==> config.mk <==
export PLATFORM = sky130hd
export DESIGN_NAME = multicycle_control_fsm_flat
export DESIGN_NICKNAME = d
export VERILOG_FILES = /design/src/rtl/cs3710_isa_pkg.sv /design/src/rtl/multicycle_control_fsm_if.sv /design/src/rtl/inst_decoder.sv /design/src/rtl/multicycle_control_fsm.sv /design/src/flat_wrapper.sv
export SDC_FILE = /design/constraint.sdc
export NUM_CORES = 1
export LEC_CHECK = 0
export ABC_AREA = 0
export BUFFER_PORTS_ARGS = -buffer_cell sky130_fd_sc_hd__buf_2
export CAP_MARGIN = 20
export CORE_AREA = 2 2 64 66
export CTS_BUF_LIST = sky130_fd_sc_hd__clkbuf_8 sky130_fd_sc_hd__clkbuf_16
export CTS_CLUSTER_SIZE = 28
export DETAILED_ROUTE_END_ITERATION = 6
export DIE_AREA = 0 0 66 68
export GPL_TIMING_DRIVEN = 0
export PLACE_DENSITY = 0.66
export SYNTH_ARGS = -nofsm -noshare
export SYNTH_HDL_FRONTEND = slang
export SYNTH_SLANG_ARGS = --single-unit
==> constraint.sdc <==
create_clock -name clk -period 1.9 [get_ports clk]
set_clock_uncertainty 0.2 [all_clocks]
set_input_delay 0.19 -clock clk [delete_from_list [all_inputs] [get_ports clk]]
set_output_delay 0.19 -clock clk [all_outputs]
set_load 0.01 [all_outputs]
==> src/rtl/cs3710_isa_pkg.sv <==
// Shared ISA definitions for the CS3710 16-bit multicycle core.
//   - FSM state codes (plain localparams so older code can share them)
//   - opcode / func field constants
//   - writeback mux (regSrc) encodings
//   - instruction class enum produced by inst_decoder
//   - helper that tells which immediate opcodes sign-extend imm8
package cs3710_isa_pkg;

  // Sequencer states
  localparam logic [2:0] FETCH  = 3'd0;
  localparam logic [2:0] DECODE = 3'd1;
  localparam logic [2:0] EXEC   = 3'd2;
  localparam logic [2:0] MEM    = 3'd3;
  localparam logic [2:0] WB     = 3'd4;

  // oper field (IR[15:12])
  localparam logic [3:0] OP_REG     = 4'b0000;
  localparam logic [3:0] OP_ADDI    = 4'b0101;
  localparam logic [3:0] OP_ADDCI   = 4'b0111;
  localparam logic [3:0] OP_SPECIAL = 4'b0100;
  localparam logic [3:0] OP_SHIFT   = 4'b1000;
  localparam logic [3:0] OP_SUBI    = 4'b1001;
  localparam logic [3:0] OP_SUBCI   = 4'b1010;
  localparam logic [3:0] OP_CMPI    = 4'b1011;
  localparam logic [3:0] OP_BCOND   = 4'b1100;
  localparam logic [3:0] OP_MOVI    = 4'b1101;
  localparam logic [3:0] OP_MULI    = 4'b1110;

  // func field (IR[7:4])
  localparam logic [3:0] FN_CMP   = 4'b1011;
  localparam logic [3:0] FN_TEST  = 4'b1111;
  localparam logic [3:0] FN_LOAD  = 4'b0000;
  localparam logic [3:0] FN_STOR  = 4'b0100;
  localparam logic [3:0] FN_JAL   = 4'b1000;
  localparam logic [3:0] FN_JCOND = 4'b1100;
  localparam logic [3:0] FN_SCOND = 4'b1101;
  localparam logic [3:0] FN_LSHR  = 4'b0100;  // register shift amount
  localparam logic [3:0] FN_ASHR  = 4'b0110;  // register shift amount

  // Writeback mux select
  localparam logic [1:0] REGSRC_ALU = 2'b00;
  localparam logic [1:0] REGSRC_MEM = 2'b01;
  localparam logic [1:0] REGSRC_PC  = 2'b10;

  typedef enum logic [2:0] {
    CLS_ALU, CLS_CMP, CLS_LOAD, CLS_STORE,
    CLS_JAL, CLS_JUMP, CLS_BRANCH, CLS_ILLEGAL
  } instClass_t;

  // Arithmetic immediates and branch displacements are signed; logical
  // immediates and LUI are not.
  function automatic logic isSextImm(input logic [3:0] op);
    return (op == OP_ADDI) || (op == OP_ADDCI) || (op == OP_SUBI) ||
           (op == OP_SUBCI) || (op == OP_CMPI) || (op == OP_MOVI) ||
           (op == OP_MULI) || (op == OP_BCOND);
  endfunction

endpackage

==> src/rtl/multicycle_control_fsm_if.sv <==
// Memory port between the sequencer (master) and instruction/data memory
// (slave).
//   memRd/memWr : access requests, held until memReady or timeout
//   addrSel     : 0 = PC drives the address, 1 = Rsrc drives it
//   memData     : read data, valid with memReady
//   memReady    : one-cycle acknowledge
interface multicycle_control_fsm_if #(
  parameter int INST_W = 16
) ();
  logic [INST_W-1:0] memData;
  logic              memReady;
  logic              memRd;
  logic              memWr;
  logic              addrSel;

  modport master (
    input  memData, memReady,
    output memRd, memWr, addrSel
  );

  modport slave (
    input  memRd, memWr, addrSel,
    output memData, memReady
  );
endinterface

==> src/rtl/inst_decoder.sv <==
// Combinational instruction classifier.
//   oper, func : IR[15:12], IR[7:4]
//   cls        : instruction class steering the sequencer
//   srcSel     : ALU B operand, 0 = register, 1 = immediate
//   immSext    : 1 = sign-extend imm8, 0 = zero-extend
module inst_decoder
  import cs3710_isa_pkg::*;
(
  input  logic [3:0]  oper,
  input  logic [3:0]  func,
  output instClass_t  cls,
  output logic        srcSel,
  output logic        immSext
);

  always_comb begin
    cls     = CLS_ALU;
    srcSel  = 1'b1;
    immSext = isSextImm(oper);
    case (oper)
      OP_REG: begin
        srcSel = 1'b0;
        if (func == FN_CMP || func == FN_TEST) cls = CLS_CMP;
      end
      OP_SPECIAL: begin
        case (func)
          FN_LOAD:  cls = CLS_LOAD;
          FN_STOR:  cls = CLS_STORE;
          FN_JAL:   cls = CLS_JAL;
          FN_JCOND: cls = CLS_JUMP;
          FN_SCOND: cls = CLS_ALU;   // writes a flag value back like an ALU op
          default:  cls = CLS_ILLEGAL;
        endcase
      end
      OP_SHIFT: begin
        // func 0000-0011 take the amount from imm; 0100/0110 from Rsrc
        if (func <= 4'b0011)                        srcSel = 1'b1;
        else if (func == FN_LSHR || func == FN_ASHR) srcSel = 1'b0;
        else                                         cls    = CLS_ILLEGAL;
      end
      OP_BCOND: cls = CLS_BRANCH;
      OP_CMPI:  cls = CLS_CMP;
      default:  cls = CLS_ALU;
    endcase
  end

endmodule

==> src/rtl/multicycle_control_fsm.sv <==
// Multicycle sequencer for the CS3710 core.
// Fetches an instruction over the memory port into IR, decodes it and walks
// FETCH -> DECODE -> EXEC -> [MEM] -> [WB], driving the datapath strobes.
//   clk, reset          : clock, synchronous active-high reset
//   bus (master)        : memory request/ack port
//   oper/func/rDest/rSrc: IR fields for the ALU controller and regfile
//   srcSel, immSext     : ALU operand controls
//   regWrEn, regSrc     : register writeback strobe and mux select
//   pcWrEn, pcSrc       : PC write strobe, 0 = PC+1, 1 = ALU result
//   busErr, illegal     : one-cycle error pulses
// All strobes are Moore outputs of state + IR. busErr is registered, so it
// appears in the first cycle of the restarted FETCH after an abort.
module multicycle_control_fsm
  import cs3710_isa_pkg::*;
#(
  parameter int INST_W  = 16,
  parameter int TIMEOUT = 255,
  parameter int CNT_W   = 8
) (
  input  logic                     clk,
  input  logic                     reset,
  multicycle_control_fsm_if.master bus,
  output logic [3:0]               oper,
  output logic [3:0]               func,
  output logic [3:0]               rDest,
  output logic [3:0]               rSrc,
  output logic                     srcSel,
  output logic                     immSext,
  output logic                     regWrEn,
  output logic [1:0]               regSrc,
  output logic                     pcWrEn,
  output logic                     pcSrc,
  output logic                     busErr,
  output logic                     illegal
);

  localparam logic [CNT_W-1:0] CNT_MAX = CNT_W'(TIMEOUT);

  logic [2:0]        state;
  logic [INST_W-1:0] ir;
  logic [CNT_W-1:0]  waitCnt;
  instClass_t        cls;

  assign oper  = ir[15:12];
  assign rDest = ir[11:8];
  assign func  = ir[7:4];
  assign rSrc  = ir[3:0];

  inst_decoder uDec (
    .oper    (oper),
    .func    (func),
    .cls     (cls),
    .srcSel  (srcSel),
    .immSext (immSext)
  );

  // A memReady on the same cycle the counter hits the limit wins over abort.
  logic atLimit;
  assign atLimit = (waitCnt == CNT_MAX);

  always_ff @(posedge clk) begin
    if (reset) begin
      state   <= FETCH;
      ir      <= '0;
      waitCnt <= '0;
      busErr  <= 1'b0;
    end else begin
      busErr <= 1'b0;
      case (state)
        FETCH: begin
          if (bus.memReady) begin
            ir      <= bus.memData;
            waitCnt <= '0;
            state   <= DECODE;
          end else if (atLimit) begin
            busErr  <= 1'b1;
            waitCnt <= '0;
          end else begin
            waitCnt <= waitCnt + 1'b1;
          end
        end
        DECODE: state <= (cls == CLS_ILLEGAL) ? FETCH : EXEC;
        EXEC: begin
          case (cls)
            CLS_JAL, CLS_JUMP, CLS_BRANCH: state <= FETCH;
            CLS_LOAD, CLS_STORE:           state <= MEM;
            default:                       state <= WB;
          endcase
        end
        MEM: begin
          if (bus.memReady) begin
            waitCnt <= '0;
            state   <= (cls == CLS_LOAD) ? WB : FETCH;
          end else if (atLimit) begin
            // aborted LOAD never reaches WB, so no register write happens
            busErr  <= 1'b1;
            waitCnt <= '0;
            state   <= FETCH;
          end else begin
            waitCnt <= waitCnt + 1'b1;
          end
        end
        WB:      state <= FETCH;
        default: state <= FETCH;
      endcase
    end
  end

  logic isXfer;
  assign isXfer = (cls == CLS_JAL) || (cls == CLS_JUMP) || (cls == CLS_BRANCH);

  always_comb begin
    bus.memRd   = (state == FETCH) || (state == MEM && cls == CLS_LOAD);
    bus.memWr   = (state == MEM) && (cls == CLS_STORE);
    bus.addrSel = (state == MEM);
    pcWrEn      = (state == DECODE) || (state == EXEC && isXfer);
    pcSrc       = (state == EXEC) && isXfer;
    illegal     = (state == DECODE) && (cls == CLS_ILLEGAL);
    regWrEn     = 1'b0;
    regSrc      = REGSRC_ALU;
    if (state == EXEC && cls == CLS_JAL) begin
      regWrEn = 1'b1;
      regSrc  = REGSRC_PC;
    end else if (state == WB) begin
      regWrEn = (cls != CLS_CMP);
      regSrc  = (cls == CLS_LOAD) ? REGSRC_MEM : REGSRC_ALU;
    end
  end

endmodule

==> src/flat_wrapper.sv <==
// flat-port wrapper written by rule: the top's interface ports become plain ports
module multicycle_control_fsm_flat import cs3710_isa_pkg::*;
#(
  parameter int INST_W  = 16,
  parameter int TIMEOUT = 255,
  parameter int CNT_W   = 8
)
  (clk, reset, oper, func, rDest, rSrc, srcSel, immSext, regWrEn, regSrc, pcWrEn, pcSrc, busErr, illegal, bus_memData, bus_memReady, bus_memRd, bus_memWr, bus_addrSel);
  multicycle_control_fsm_if #(.INST_W(INST_W)) bus_i ();
  input  logic clk;
  input  logic reset;
  output logic [3:0] oper;
  output logic [3:0] func;
  output logic [3:0] rDest;
  output logic [3:0] rSrc;
  output logic srcSel;
  output logic immSext;
  output logic regWrEn;
  output logic [1:0] regSrc;
  output logic pcWrEn;
  output logic pcSrc;
  output logic busErr;
  output logic illegal;
  input wire logic [$bits(bus_i.memData)-1:0] bus_memData;
  input wire logic [$bits(bus_i.memReady)-1:0] bus_memReady;
  output wire logic [$bits(bus_i.memRd)-1:0] bus_memRd;
  output wire logic [$bits(bus_i.memWr)-1:0] bus_memWr;
  output wire logic [$bits(bus_i.addrSel)-1:0] bus_addrSel;
  assign bus_i.memData = bus_memData;
  assign bus_i.memReady = bus_memReady;
  assign bus_memRd = bus_i.memRd;
  assign bus_memWr = bus_i.memWr;
  assign bus_addrSel = bus_i.addrSel;
  multicycle_control_fsm #(.INST_W(INST_W), .TIMEOUT(TIMEOUT), .CNT_W(CNT_W)) u_core (.clk(clk), .reset(reset), .bus(bus_i), .oper(oper), .func(func), .rDest(rDest), .rSrc(rSrc), .srcSel(srcSel), .immSext(immSext), .regWrEn(regWrEn), .regSrc(regSrc), .pcWrEn(pcWrEn), .pcSrc(pcSrc), .busErr(busErr), .illegal(illegal));
endmodule
==> metrics.txt <==
result of the run finished, violations left; violated checks negative setup slack; largest net degree at the start of global routing 17; maximum operating frequency 413 MHz; register share of total power 43.7%; Inserted Clock Buffers 3; half-perimeter wire length of the detailed placement result 2600 um; filler cell count in the final layout 355; CP Max Fanout 9; vias in the first global route 1,519; site row count 23; setup slack of the critical path after layout -0.523 ns; combinational share of power 24.1%; Multi-input gate area 946 um2; number of design rule violations left after detail routing 0; clock slew at reported path FFs 0.10 ns; count of cell types in the netlist 47; Setup-failing EPs final 10; cell area after synthesis 1480 um2; Initial DRC Count 85; biggest area contributors in the synthesized netlist dfxtp_1 38%, nand2_1 11%, a21oi_1 8.8%; Slew @ Worst Pin 0.475 ns; final hold vios 0; proportion of synthesized chip area in sequential cells 37.9%; synthesis-to-finish area growth 52.5%; summed negative setup slack over all endpoints -4.19 ns; Power, Total 1.48 mW; final worst path period share 128%; number of nets with antenna violations after routing 0; post-synthesis cell count 193; Clock Root Buffer clkbuf_8; mean post-synth cell area 7.66 um2; Worst Path Required 1.51 ns; CTS tree yes; Psw 0.409 mW; PD cells 655 nW/um2; net count of the finished layout 294; final worst path period need 2.42 ns; warnings from Yosys 0; number of buffers on the longest clock path 2; EDFF count, synth 0; via density per instance 5.08; ys flop type dfxtp_1; Maximum Capacitance Violations 0; #FFs+latches synth 28; number of port buffers 45; synthesized netlist net count 213; vias after detailed routing 1,641; Clock Sink Count 28; clock power share 32.2%; routed length per instance 12.7 um; Diodes inserted 0; category of the most critical setup path reg2out; slew margin rel. 68.3%; Post-Place Setup Slack -0.312 ns; ratio of cells with drive above 1 in the final layout 37.7%; die span in y 68 um; overall fraction of global-route tracks in use 19.3%; final RePlAce weighted congestion 0.783; core area 3860 um2; Int Pwr 1.07 mW; sequential standard cell area 574 um2; wire length of the first global-routing pass 6760 um; antenna violations before repair 0; source-to-sink clock delay at the later pin of the worst-skew pair 0.28 ns; async set-or-reset flop fraction in the synthesized netlist 0%; classification of the worst-slack hold path in2reg; Leak Pwr 0.978 nW; initial core utilization 38.4%; Data arrival, critical path 2.03 ns; fraction of synthesized cell area taken by the top area cell type 37.9%; cell taking the most area after synthesis dfxtp_1; htree depth 1; Overflow after GRT 0; top cell types by occurrence after synthesis 45 x nand2_1, 28 x dfxtp_1, 26 x a21oi_1; category of the worst setup path launch point flop; drt first pass iters 4; die area 4490 um2; maximum vdd ir drop 0.389 mV; most common cell in the netlist nand2_1; sw frac 27.7%; top-level port count 47; r2r setup slk -0.28 ns; Detailed Route WL 4100 um; Pins Over Slew Limit 0; Die Span X 66 um; crit path capture type output pin; unrepaired setup endpoints after global routing yes
flip-flops by register name, indices dropped and copies added (netlist names):
register        flops
u_core.ir          16
u_core.state        3
u_core.waitCnt      8
u_core.busErr       1
through the flow:
step | std cells | hold WS [ns] | util, % | instance area, um2
3_5_place_dp | 288 | 0.234 | 47.0 | 1810
2_1_floorplan | 193 | 0.118 | - | 1530
3_3_place_gp | 288 | 0.230 | 47.0 | 1810
5_1_grt | 323 | 0.0818 | 58.5 | 2260
4_1_cts | 317 | 0.0617 | 56.2 | 2170
6_report | 323 | 0.0494 | 58.5 | 2260
worst paths after layout:
check	end	from	cells past startpoint
worst min-delay path	u_core.state[0]$_SDFFE_PP0P_	reset	3
worst max register to register	u_core.state[1]$_SDFFE_PP0P_	u_core.ir[4]$_SDFFE_PP0P_	8
worst max-delay path	pcWrEn	u_core.ir[7]$_SDFFE_PP0P_	7
worst min register to register	u_core.ir[3]$_SDFFE_PP0P_	u_core.ir[3]$_SDFFE_PP0P_	2
worst max-delay path, stage by stage, from the launching register on:
cell and delay [ns]:
dfxtp_2 0.34, buf_6 0.13, a21o_1 0.18, and3b_2 0.24, a211oi_4 0.36, o311ai_0 0.18, a21oi_1 0.17, buf_2 0.15
cell type report:
type	instances	share of cell area, %
clock buffer	3	1.83
tap	50	2.77
multi-input combinational	151	41.9
clock inverter	1	1.33
timing repair buffer	77	22.9
buffer	11	3.44
sequential	28	25.5
inverter	2	0.333
repair_timing:
action | 4_1_cts | 5_1_grt
endpoints found under the setup margin | 22 | 24
pin swaps | 5 | 6
setup buffers | 8 | 7
cloned | 1 | 0
gates resized for setup | 18 | 13
hold buffers | 16 | 0
hold endpoints to repair | 16 | 0
layout by cell type, fill, tap and decap left out, types with 3 or more instances in the layout:
cell type,count
nand2_1,45
buf_2,45
a21oi_1,25
dfxtp_1,21
dlygate4sd3_1,16
buf_4,14
nor2_1,14
buf_6,6
dfxtp_2,5
nor3_1,4
xnor2_1,4
a21o_1,3
nand3b_1,3
clkbuf_1,3
and3_1,3
clkbuf_8,3
cells by family (layout without fill, tap and decap cells):
kind of cell    after synthesis  in the layout  synth area share (%)
simple gates                100            100                  35.0
compound gates               43             43                  17.5
flops                        28             28                  37.9
buf+inv                      14             94                  4.48
xor+xnor                      6              6                  3.55
fa+ha+maj                     1              1                 0.846
mux                           1              1                 0.677
metal layers:
metal	share of wire, %	track usage, %
met1	45	25.1
met2	48	32.1
met3	4.6	2.80
met4	2.0	8.16
met5	0	0
power by group through the flow:
stage,clock network (mW),registers (mW),logic [mW]
floorplan,0,0.662,0.176
global placement,0,0.654,0.271
detailed placement,0,0.655,0.272
CTS,0.482,0.639,0.328
global route,0.503,0.650,0.390
finish,0.476,0.645,0.356
Note: power is estimated with default switching activity, not from simulation.
